--- config.mk ---
export PLATFORM = sky130hd
export DESIGN_NAME = mdu_ctrl_flat
export DESIGN_NICKNAME = d
export VERILOG_FILES = /design/src/rtl/mdu_pkg.sv /design/src/rtl/mdu_ctrl_if.sv /design/src/rtl/mdu_divider.sv /design/src/rtl/mdu_ctrl.sv /design/src/flat_wrapper.sv
export SDC_FILE = /design/constraint.sdc
export NUM_CORES = 2
export LEC_CHECK = 0
export BUFFER_PORTS_ARGS = -buffer_cell sky130_fd_sc_hd__buf_2
export CAP_MARGIN = 25
export CORE_MARGIN = 2
export CORE_UTILIZATION = 60
export CTS_CLUSTER_SIZE = 40
export DETAILED_ROUTE_END_ITERATION = 16
export PLACE_DENSITY_LB_ADDON = 0.15
export RECOVER_POWER = 100
export SETUP_SLACK_MARGIN = 0.15
export SYNTH_ARGS = -nofsm -noshare
export SYNTH_HDL_FRONTEND = slang
export SYNTH_SLANG_ARGS = --single-unit
--- constraint.sdc ---
create_clock -name clk -period 18.27 [get_ports clk]
set_input_delay 3.654 -clock clk [delete_from_list [all_inputs] [get_ports clk]]
set_output_delay 3.654 -clock clk [all_outputs]
set_load 0.005 [all_outputs]
--- src/rtl/mdu_pkg.sv ---
// Shared types, constants and arithmetic helpers for the multiply/divide unit.
package mdu_pkg;

    typedef enum logic [2:0] {
        MDU_NONE  = 3'd0,
        MDU_MULT  = 3'd1,
        MDU_MULTU = 3'd2,
        MDU_DIV   = 3'd3,
        MDU_DIVU  = 3'd4,
        MDU_MTHI  = 3'd5,
        MDU_MTLO  = 3'd6
    } mdu_op_t;

    typedef enum logic [2:0] {
        StIdle,
        StMul,
        StDivSetup,
        StDivIter,
        StDivFix,
        StDone
    } mdu_state_t;

    localparam int unsigned MUL_LAT_DEFAULT = 2;
    localparam int unsigned DIV_ITERS       = 32;

    // Low 64 bits of the product of the extended operands equal the signed or unsigned product.
    function automatic logic [63:0] mul64(input logic [31:0] a, input logic [31:0] b,
                                          input logic sgn);
        logic [63:0] ax;
        logic [63:0] bx;
        ax = {{32{sgn & a[31]}}, a};
        bx = {{32{sgn & b[31]}}, b};
        return ax * bx;
    endfunction

    // One restoring-division step: returns {remainder, quotient} after shifting in quo[31].
    function automatic logic [63:0] div_step(input logic [31:0] rem, input logic [31:0] quo,
                                             input logic [31:0] dvs);
        logic [32:0] shifted;
        logic [33:0] diff;
        shifted = {rem, quo[31]};
        diff    = {1'b0, shifted} - {2'b00, dvs};
        if (diff[33]) begin
            return {shifted[31:0], quo[30:0], 1'b0};
        end
        return {diff[31:0], quo[30:0], 1'b1};
    endfunction

endpackage

--- src/rtl/mdu_ctrl_if.sv ---
// Execute-stage <-> MDU request/status bundle.
interface mdu_ctrl_if;
    logic                  req_valid;
    mdu_pkg::mdu_op_t      req_op;
    logic [31:0]           src_a;
    logic [31:0]           src_b;
    logic                  flush;
    logic                  mul_div_stall;
    logic                  busy;
    logic [31:0]           hi_data;
    logic [31:0]           lo_data;

    modport master (
        output req_valid, req_op, src_a, src_b, flush,
        input  mul_div_stall, busy, hi_data, lo_data
    );

    modport slave (
        input  req_valid, req_op, src_a, src_b, flush,
        output mul_div_stall, busy, hi_data, lo_data
    );
endinterface

--- src/rtl/mdu_divider.sv ---
// Iterative restoring divider datapath: captures operands on start, takes magnitudes and the
// first quotient bit in the setup cycle, then one quotient bit per step. Sign fix-up is applied
// combinationally on the outputs so the controller can commit them in its fix cycle.
module mdu_divider
    import mdu_pkg::*;
(
    input  logic        clk,
    input  logic        reset,
    input  logic        start_i,
    input  logic        signed_i,
    input  logic [31:0] a_i,
    input  logic [31:0] b_i,
    input  logic        setup_i,
    input  logic        step_i,
    input  logic        abort_i,
    output logic        last_o,
    output logic        done_o,
    output logic [31:0] quo_o,
    output logic [31:0] rem_o
);

    logic [31:0] a_raw_q, b_raw_q;
    logic        sgn_q;
    logic [31:0] rem_q, quo_q, dvs_q;
    logic        q_neg_q, r_neg_q;
    logic [5:0]  cnt_q;
    logic        done_q;

    logic [31:0] a_abs, b_abs;
    logic [63:0] first_step, next_step;

    // Magnitudes only for signed divides; the setup cycle also performs the first iteration.
    always_comb begin
        a_abs      = (sgn_q && a_raw_q[31]) ? -a_raw_q : a_raw_q;
        b_abs      = (sgn_q && b_raw_q[31]) ? -b_raw_q : b_raw_q;
        first_step = div_step(32'd0, a_abs, b_abs);
        next_step  = div_step(rem_q, quo_q, dvs_q);
    end

    assign last_o = step_i && (cnt_q == 6'(DIV_ITERS - 1));
    assign done_o = done_q;
    assign quo_o  = q_neg_q ? -quo_q : quo_q;
    assign rem_o  = r_neg_q ? -rem_q : rem_q;

    // Operand capture, setup and per-cycle iteration.
    always_ff @(posedge clk) begin
        if (reset) begin
            a_raw_q <= '0;
            b_raw_q <= '0;
            sgn_q   <= 1'b0;
            rem_q   <= '0;
            quo_q   <= '0;
            dvs_q   <= '0;
            q_neg_q <= 1'b0;
            r_neg_q <= 1'b0;
            cnt_q   <= '0;
            done_q  <= 1'b0;
        end else if (abort_i) begin
            cnt_q  <= '0;
            done_q <= 1'b0;
        end else if (start_i) begin
            a_raw_q <= a_i;
            b_raw_q <= b_i;
            sgn_q   <= signed_i;
            cnt_q   <= '0;
            done_q  <= 1'b0;
        end else if (setup_i) begin
            dvs_q          <= b_abs;
            q_neg_q        <= sgn_q & (a_raw_q[31] ^ b_raw_q[31]);
            r_neg_q        <= sgn_q & a_raw_q[31];
            {rem_q, quo_q} <= first_step;
            cnt_q          <= 6'd1;
        end else if (step_i) begin
            {rem_q, quo_q} <= next_step;
            cnt_q          <= cnt_q + 6'd1;
            if (last_o) begin
                done_q <= 1'b1;
            end
        end
    end

endmodule

--- src/rtl/mdu_ctrl.sv ---
// MDU sequencing controller: owns HI/LO, runs the multiply pipeline and the iterative divider,
// and stalls the front of the pipeline until the result is committed.
module mdu_ctrl
    import mdu_pkg::*;
#(
    parameter int unsigned MUL_LAT = MUL_LAT_DEFAULT
) (
    input  logic       clk,
    input  logic       reset,
    mdu_ctrl_if.slave  mdu_io
);

    mdu_state_t  state_q;
    logic [31:0] hi_q, lo_q;
    logic [31:0] mul_a_q, mul_b_q;
    logic        mul_sgn_q;
    logic [2:0]  cnt_q;

    logic        req_mul, req_div, accept, stall;
    logic [63:0] prod_req, prod_held;
    logic        div_last, div_done;
    logic [31:0] div_quo, div_rem;

    // Request decode; the held-operand product is a multicycle path closed by MUL_LAT.
    always_comb begin
        req_mul   = (mdu_io.req_op == MDU_MULT) || (mdu_io.req_op == MDU_MULTU);
        req_div   = (mdu_io.req_op == MDU_DIV) || (mdu_io.req_op == MDU_DIVU);
        accept    = (state_q == StIdle) && mdu_io.req_valid && !mdu_io.flush;
        prod_req  = mul64(mdu_io.src_a, mdu_io.src_b, mdu_io.req_op == MDU_MULT);
        prod_held = mul64(mul_a_q, mul_b_q, mul_sgn_q);
    end

    mdu_divider u_divider (
        .clk      (clk),
        .reset    (reset),
        .start_i  (accept && req_div),
        .signed_i (mdu_io.req_op == MDU_DIV),
        .a_i      (mdu_io.src_a),
        .b_i      (mdu_io.src_b),
        .setup_i  ((state_q == StDivSetup) && !mdu_io.flush),
        .step_i   ((state_q == StDivIter) && !mdu_io.flush),
        .abort_i  (mdu_io.flush),
        .last_o   (div_last),
        .done_o   (div_done),
        .quo_o    (div_quo),
        .rem_o    (div_rem)
    );

    // Controller FSM and architectural HI/LO; flush drops any in-flight result.
    always_ff @(posedge clk) begin
        if (reset) begin
            state_q   <= StIdle;
            hi_q      <= '0;
            lo_q      <= '0;
            cnt_q     <= '0;
            mul_a_q   <= '0;
            mul_b_q   <= '0;
            mul_sgn_q <= 1'b0;
        end else if (mdu_io.flush) begin
            state_q <= StIdle;
            cnt_q   <= '0;
        end else begin
            unique case (state_q)
                StIdle: begin
                    if (mdu_io.req_valid) begin
                        case (mdu_io.req_op)
                            MDU_MULT, MDU_MULTU: begin
                                mul_a_q   <= mdu_io.src_a;
                                mul_b_q   <= mdu_io.src_b;
                                mul_sgn_q <= (mdu_io.req_op == MDU_MULT);
                                if (MUL_LAT == 1) begin
                                    {hi_q, lo_q} <= prod_req;
                                    state_q      <= StDone;
                                end else begin
                                    cnt_q   <= 3'd1;
                                    state_q <= StMul;
                                end
                            end
                            MDU_DIV, MDU_DIVU: state_q <= StDivSetup;
                            MDU_MTHI:          hi_q    <= mdu_io.src_a;
                            MDU_MTLO:          lo_q    <= mdu_io.src_a;
                            default:           ;
                        endcase
                    end
                end
                StMul: begin
                    if (cnt_q == 3'(MUL_LAT - 1)) begin
                        {hi_q, lo_q} <= prod_held;
                        cnt_q        <= '0;
                        state_q      <= StDone;
                    end else begin
                        cnt_q <= cnt_q + 3'd1;
                    end
                end
                StDivSetup: state_q <= StDivIter;
                StDivIter: begin
                    if (div_last) begin
                        state_q <= StDivFix;
                    end
                end
                StDivFix: begin
                    if (div_done) begin
                        hi_q <= div_rem;
                        lo_q <= div_quo;
                    end
                    state_q <= StDone;
                end
                // Request still held here is the retiring instruction, so it is not re-issued.
                StDone:  state_q <= StIdle;
                default: state_q <= StIdle;
            endcase
        end
    end

    // Stall is combinational so the accept cycle itself already holds the front end.
    always_comb begin
        stall = 1'b0;
        if (!mdu_io.flush) begin
            unique case (state_q)
                StIdle:                                 stall = mdu_io.req_valid &&
                                                                (req_mul || req_div);
                StMul, StDivSetup, StDivIter, StDivFix: stall = 1'b1;
                default:                                stall = 1'b0;
            endcase
        end
    end

    assign mdu_io.mul_div_stall = stall;
    assign mdu_io.busy          = (state_q != StIdle);
    assign mdu_io.hi_data       = hi_q;
    assign mdu_io.lo_data       = lo_q;

endmodule
--- src/flat_wrapper.sv ---
// flat-port wrapper written by rule: the top's interface ports become plain ports
module mdu_ctrl_flat import mdu_pkg::*;
#(
    parameter int unsigned MUL_LAT = MUL_LAT_DEFAULT
)
  (clk, reset, mdu_io_req_valid, mdu_io_req_op, mdu_io_src_a, mdu_io_src_b, mdu_io_flush, mdu_io_mul_div_stall, mdu_io_busy, mdu_io_hi_data, mdu_io_lo_data);
  mdu_ctrl_if mdu_io_i ();
  input  logic clk;
  input  logic reset;
  input wire logic [$bits(mdu_io_i.req_valid)-1:0] mdu_io_req_valid;
  input wire logic [$bits(mdu_io_i.req_op)-1:0] mdu_io_req_op;
  input wire logic [$bits(mdu_io_i.src_a)-1:0] mdu_io_src_a;
  input wire logic [$bits(mdu_io_i.src_b)-1:0] mdu_io_src_b;
  input wire logic [$bits(mdu_io_i.flush)-1:0] mdu_io_flush;
  output wire logic [$bits(mdu_io_i.mul_div_stall)-1:0] mdu_io_mul_div_stall;
  output wire logic [$bits(mdu_io_i.busy)-1:0] mdu_io_busy;
  output wire logic [$bits(mdu_io_i.hi_data)-1:0] mdu_io_hi_data;
  output wire logic [$bits(mdu_io_i.lo_data)-1:0] mdu_io_lo_data;
  assign mdu_io_i.req_valid = mdu_io_req_valid;
  assign mdu_io_i.req_op = mdu_io_req_op;
  assign mdu_io_i.src_a = mdu_io_src_a;
  assign mdu_io_i.src_b = mdu_io_src_b;
  assign mdu_io_i.flush = mdu_io_flush;
  assign mdu_io_mul_div_stall = mdu_io_i.mul_div_stall;
  assign mdu_io_busy = mdu_io_i.busy;
  assign mdu_io_hi_data = mdu_io_i.hi_data;
  assign mdu_io_lo_data = mdu_io_i.lo_data;
  mdu_ctrl #(.MUL_LAT(MUL_LAT)) u_core (.clk(clk), .reset(reset), .mdu_io(mdu_io_i));
endmodule
Word level (Yosys, flattened, before mapping)

Index checks and enable logic that the tools add are counted.

Word-level logic and storage cells: 125
Output and inout bits: 66
Input port bits: 71
Register bits after elaboration: 305

Eq/ne operators: 20
$add $sub $neg: 8
Multipliers: 1
Bitwise logic cells: 8
Mux-type cells: 37
Reduce and logical (&&, ||, !) cells: 33

Operator list:

| operator                                                        | count |
|---|---|
| 32-bit 2-to-1 mux                                               | 16 |
| 64-bit 2-to-1 mux                                               | 4 |
| 32-bit one-hot mux with 3 select lines                          | 2 |
| 32-bit negation                                                 | 4 |
| 33-bit by 33-bit multiplier with 64-bit output                  | 1 |
| 33-bit by 32-bit subtractor with 34-bit output                  | 1 |
| 1-bit by 32-bit subtractor with 33-bit output                   | 1 |
| 3-bit 2-to-1 mux                                                | 6 |
| 3-bit one-hot mux with 5 select lines                           | 1 |
| 3-bit by 2-bit == test with 1-bit output, second input constant | 4 |
| 3-bit == test, second input constant                            | 4 |
| 3-bit one-hot mux with 2 select lines                           | 2 |
| 3-bit AND reduction                                             | 4 |
| 6-bit AND reduction                                             | 2 |
| 2-bit inequality test, second input constant                    | 5 |
| 3-bit by 1-bit == test with 1-bit output, second input constant | 3 |
| 1-bit logical AND                                               | 9 |
| 4-bit AND reduction                                             | 2 |
| 4-bit OR reduction                                              | 2 |
| 6-bit by 1-bit adder with 6-bit output, second input constant   | 1 |
| 6-bit by 5-bit == test with 1-bit output, second input constant | 1 |
| 3-bit nonzero test                                              | 2 |
| 2-bit OR reduction                                              | 3 |
| 1-bit 2-to-1 mux                                                | 5 |
| 13 further kinds                                                | 22 |

Longest topological paths before layout

Word-level depth: 6
Gate-level depth with buffers: 32
Gate-level depth less buffers: 29

Hierarchy

A second synthesis with hierarchy kept.

Cell total of the unflattened synthesis: 6565
Area total of the unflattened synthesis: 55807.3 sq um

By module, submodules not included:

| module      | cells each | times used | sequential area each (sq um) | area each (sq um) |
|---|---|---|---|---|
| mdu_ctrl    | 4992       | 1          | 2702.6                       | 44023.5 |
| mdu_divider | 1573       | 1          | 3403.3                       | 11783.8 |

Least setup slack after synthesis

Ideal clock, no wire load.

Kind: input to output
Start: input mdu_io_req_op[2]
End: output mdu_io_mul_div_stall
Data required time: 14.616 ns
Stages on the path: 4
Buffers on the path: 1
Setup slack: 10.274 ns
Arrival time: 4.342 ns
Cell sequence: clkbuf_1 xnor2_1 a21oi_1 a211oi_1

Longest elaborated chain between the ends: 6
Elaborated cells on any way between the ends: 10
Classes of those cells: eq/ne (4); mux (2); reduce/logical (4)

Ends and longest elaborated chain:

| element                                                          | RTL line                       | RTL |
|---|---|---|
| start, declared                                                  | flat_wrapper.sv:11             | `input wire logic [$bits(mdu_io_i.req_op)-1:0] mdu_io_req_op;` |
| 3-bit by 1-bit == test with 1-bit output (tied with other cells) | n/a                            |  |
| 1-bit logical OR, on equally long branches                       | mdu_ctrl.sv:26, mdu_ctrl.sv:27 |  |
| 1-bit logical OR *                                               | mdu_ctrl.sv:121                | `(req_mul \|\| req_div);` |
| 1-bit logical AND *                                              | mdu_ctrl.sv:120                | `StIdle: stall = mdu_io.req_valid &&` |
| 1-bit one-hot mux with 2 select lines *                          | mdu_ctrl.sv:119                | `unique case (state_q)` |
| 1-bit 2-to-1 mux *                                               | mdu_ctrl.sv:118                | `if (!mdu_io.flush) begin` |
| end, declared                                                    | flat_wrapper.sv:15             | `output wire logic [$bits(mdu_io_i.mul_div_stall)-1:0] mdu_io_mul_div_stall;` |

Every way passes the cells marked *; elsewhere a longest branch is shown, timed or not.

==> qor.csv <==
stage;metric;value;unit
run_status;status;finished, violations left;
run_status;failing checks;max-capacitance violations, max-slew violations;
synthesis;Post-synth EDFFs;0;
synthesis;Seq/Total Area, Yosys;0.1115;
min_path;Hold Crit Depth;2;
min_path;hold-critical path endpoint;u_core.mul_b_q[10];
route;DRC;0;
route;DR vias/cell;5.848;
clock_network;htree depth;2;
clock_network;CTS Buffer Depth;3;
setup_path;worst-path fanout max;87;
timing;RSZ-0062 raised after global routing;false;
final_layout;most common cell after layout, fill and taps aside;inv_1;
grt;number of global-route vias before repair;45130;
timing;final number of hold-violating endpoints;0;
place;HPWL Detailed;122.5;mm
synthesis;area share of the largest cell type after synthesis;0.4115;
synthesis;Yosys reg bits;305;
place;dpl ws;9402;ps
setup_path;R2R depth;25;
grt;Global Route Usage Sum;0.3395;
grt;global-route wire length before repair;249.3;mm
grt;GRT Residual Overflow;0;
timing;Worst Skew;32.67;ps
floorplanning;Initial Util;0.6067;
route;Pre-antenna DRT Iters;6;
floorplanning;row count;110;
clock_network;CTS tree;yes;
setup_path;required time of the critical path;18730;ps
timing;Max-Slew Margin vs Limit;-1.618;
timing;Period minus WS final;10140;ps
timing;Period Utilization, post-route;0.5549;
clock_network;Clock Sink Count;305;
synthesis;ys async rst share;0;
synthesis;main area contributors after synthesis;fa_1 41%, dfxtp_1 11%, inv_1 8.1%;
place;I/O Buffers;136;
floorplanning;IO Count;137;
clock_network;cts bufs inserted;34;
synthesis;Synth Instances;6435;
clock_network;clk root buf;clkbuf_16;
power_and_ir_drop;worst vdd ir;0.00007481;V
min_path;critical hold path startpoint;u_core.mul_b_q[10];
route;ANT nets after route;0;
timing;fin. max-slew vios;258;
timing;Slew @ Worst Pin;3927;ps
final_layout;flip-flop and latch area;0.006111;mm²
min_path;Hold Crit Class;register to register;
setup_path;worst r2r src;u_core.mul_a_q[31];
power_and_ir_drop;PwrDens;30.85;mW/mm²
synthesis;Yosys top cell by area;fa_1;
floorplanning;die area;0.09372;mm²
setup_path;CP arrival;10600;ps
synthesis;post-synth cell types;83;
final_layout;area of the multi-input gates;0.04273;mm²
setup_path;CP endpoint kind;register;
synthesis;Netlist Area Pre-Place;0.05477;mm²
route;final wirelength;154.3;mm
final_layout;fraction of layout cells with a size suffix above 1;0.04665;
setup_path;Critical Path Start Type;input pin;
synthesis;Synth Flop Type;dfxtp_1;
route;post-DR wirelength/cell;20.57;µm
final_layout;Final nets;7747;
timing;Final setup violation count;0;
setup_path;worst r2r dst;u_core.mdu_io.hi_data[20];
setup_path;Reg2Reg Setup Slack;9010;ps
place;Placer Congestion;0.9564;
grt;initial antenna violation count;1;
synthesis;Avg Inst Size Synth;8.512;µm²
clock_network;insertion delay to the later sink of the worst-skew pair;580;ps
route;DR iter-0 viols;3354;
floorplanning;Die Wd;306.1;µm
clock_network;Hold Buf Count CTS;0;
clock_network;Clock transition at path regs;60;ps
route;via count;43864;
synthesis;Synth warnings;0;
synthesis;Net Count, Synth;7883;
final_layout;Filler Cell Count;7908;
setup_path;Crit Path Category;input pin to register;
final_layout;most frequent cells in the layout;1,181 x inv_1, 1,126 x fa_1, 1,125 x nand2_1, 345 x and2_1, 329 x a21oi_1;
clock_network;# Post-CTS Setup Buffers;0;
final_layout;Area Overhead vs Synth;4.411;%
timing;post-route setup TNS;0;ps
floorplanning;Die Y;306.1;µm
grt;pin count of the biggest net entering global routing;88;
power_and_ir_drop;Lkg Pwr;26.71;nW
clock_network;post_cts resized;0;
job;Max Cap Viol;4;
timing;achievable clock frequency;0.09863;GHz
timing;setup ws final;8131;ps
floorplanning;core footprint;0.09029;mm²
cell type report:
class,instances,share of cell area
Clock inverter,16,0.003107
Multi-Input combinational cell,4549,0.7472
Timing Repair Buffer,228,0.02308
Inverter,1181,0.07751
Clock buffer,45,0.01647
Tap cell,1176,0.02573
Antenna cell,1,0.00004376
Sequential cell,305,0.1069
layer usage:
layer | track usage | vias up | part of all wire
met2 | 0.5695 | 1778 | 0.49
li1 | - | 19453 | -
met4 | 0.1668 | 0 | 0.058
met1 | 0.4344 | 22212 | 0.38
met3 | 0.04797 | 421 | 0.070
met5 | 0 | - | 0
synth_stat cells (6+ instances only):
| library cell | n |
|---|---|
| nand3_1 | 37 |
| nand2b_1 | 24 |
| xnor2_1 | 136 |
| nor2_1 | 280 |
| nand2_1 | 1127 |
| inv_1 | 1180 |
| o211ai_1 | 14 |
| clkbuf_1 | 383 |
| xor2_1 | 86 |
| a21o_1 | 54 |
| a31oi_1 | 14 |
| nor2b_1 | 22 |
| a2111oi_0 | 6 |
| nor4_1 | 17 |
| a222oi_1 | 9 |
| ha_1 | 251 |
| or4_1 | 16 |
| o21a_1 | 28 |
| mux2i_1 | 12 |
| o41ai_1 | 8 |
| nor3_1 | 40 |
| buf_1 | 10 |
| a311oi_1 | 15 |
| and2_1 | 351 |
| a221oi_1 | 39 |
| o21bai_1 | 11 |
| and3_1 | 33 |
| dfxtp_1 | 305 |
| a41oi_1 | 7 |
| o21ai_0 | 178 |
| a211oi_1 | 82 |
| o31ai_1 | 38 |
| a211oi_2 | 8 |
| or2_2 | 22 |
| fa_1 | 1126 |
| nand4_1 | 21 |
| o22ai_1 | 10 |
| a21oi_1 | 331 |
| or3_1 | 15 |
sequential cells by signal, indices dropped and copies added (netlist names):
| register | count |
|---|---|
| u_core.u_divider.cnt_q | 6 |
| u_core.u_divider.a_raw_q | 32 |
| u_core.u_divider.dvs_q | 32 |
| u_core.mdu_io.hi_data | 32 |
| u_core.u_divider.done_o | 1 |
| u_core.u_divider.sgn_q | 1 |
| u_core.u_divider.quo_q | 32 |
| u_core.u_divider.r_neg_q | 1 |
| u_core.mul_b_q | 32 |
| u_core.mul_a_q | 32 |
| u_core.cnt_q | 3 |
| u_core.u_divider.q_neg_q | 1 |
| u_core.u_divider.b_raw_q | 32 |
| u_core.mul_sgn_q | 1 |
| u_core.u_divider.rem_q | 32 |
| u_core.mdu_io.lo_data | 32 |
| u_core.state_q | 3 |
through the flow:
step / utilization / area (µm²) / hold WS, ps / power [mW] / cells
global placement: 0.6217 / 56130 / 441.9 / 1.051 / 7435
detailed placement: 0.6223 / 56190 / 447.9 / 1.055 / 7439
floorplan: - / 54770 / 431.9 / 0.9373 / 6435
CTS: 0.6347 / 57310 / 455.8 / 1.763 / 7500
finish: 0.6334 / 57190 / 454.3 / 1.764 / 7501
global route: 0.6334 / 57190 / 473.4 / 1.819 / 7500
how the worst max path moves through the flow:
stage	start	to	slack [ps]	cells after the start
after detailed placement	u_core.mul_sgn_q	u_core.mdu_io.hi_data[24]	9400	26
after global placement	u_core.mul_b_q[1]	u_core.mdu_io.hi_data[24]	9340	22
after CTS	u_core.mul_a_q[31]	u_core.mdu_io.hi_data[24]	9340	26
after floorplan	mdu_io_req_op[2]	mdu_io_mul_div_stall	10270	4
final	reset	u_core.u_divider.rem_q[30]	8130	5
after global routing	reset	u_core.u_divider.rem_q[30]	7630	5
power breakdown:
part           switching (mW)  internal (mW)
logic                   0.235          0.110
registers              0.0206          0.681
clock network           0.319          0.398
total                   0.575           1.19
cell families after synthesis:
family | synth area share
xor gates and xnor gates | 0.03550
DFF | 0.1115
adders and majority gates | 0.4689
buffers and inverters | 0.1087
and+or+nand+nor | 0.1684
AOI/OAI and AO/OA | 0.1047
muxes | 0.002399
worst max-delay path, stage by stage:
cell and delay (ps):
clkbuf_1 2420, clkbuf_1 2900, nor3_1 890, a32o_1 520, a31o_2 200
No activity file was read; power rests on OpenSTA's default activity.
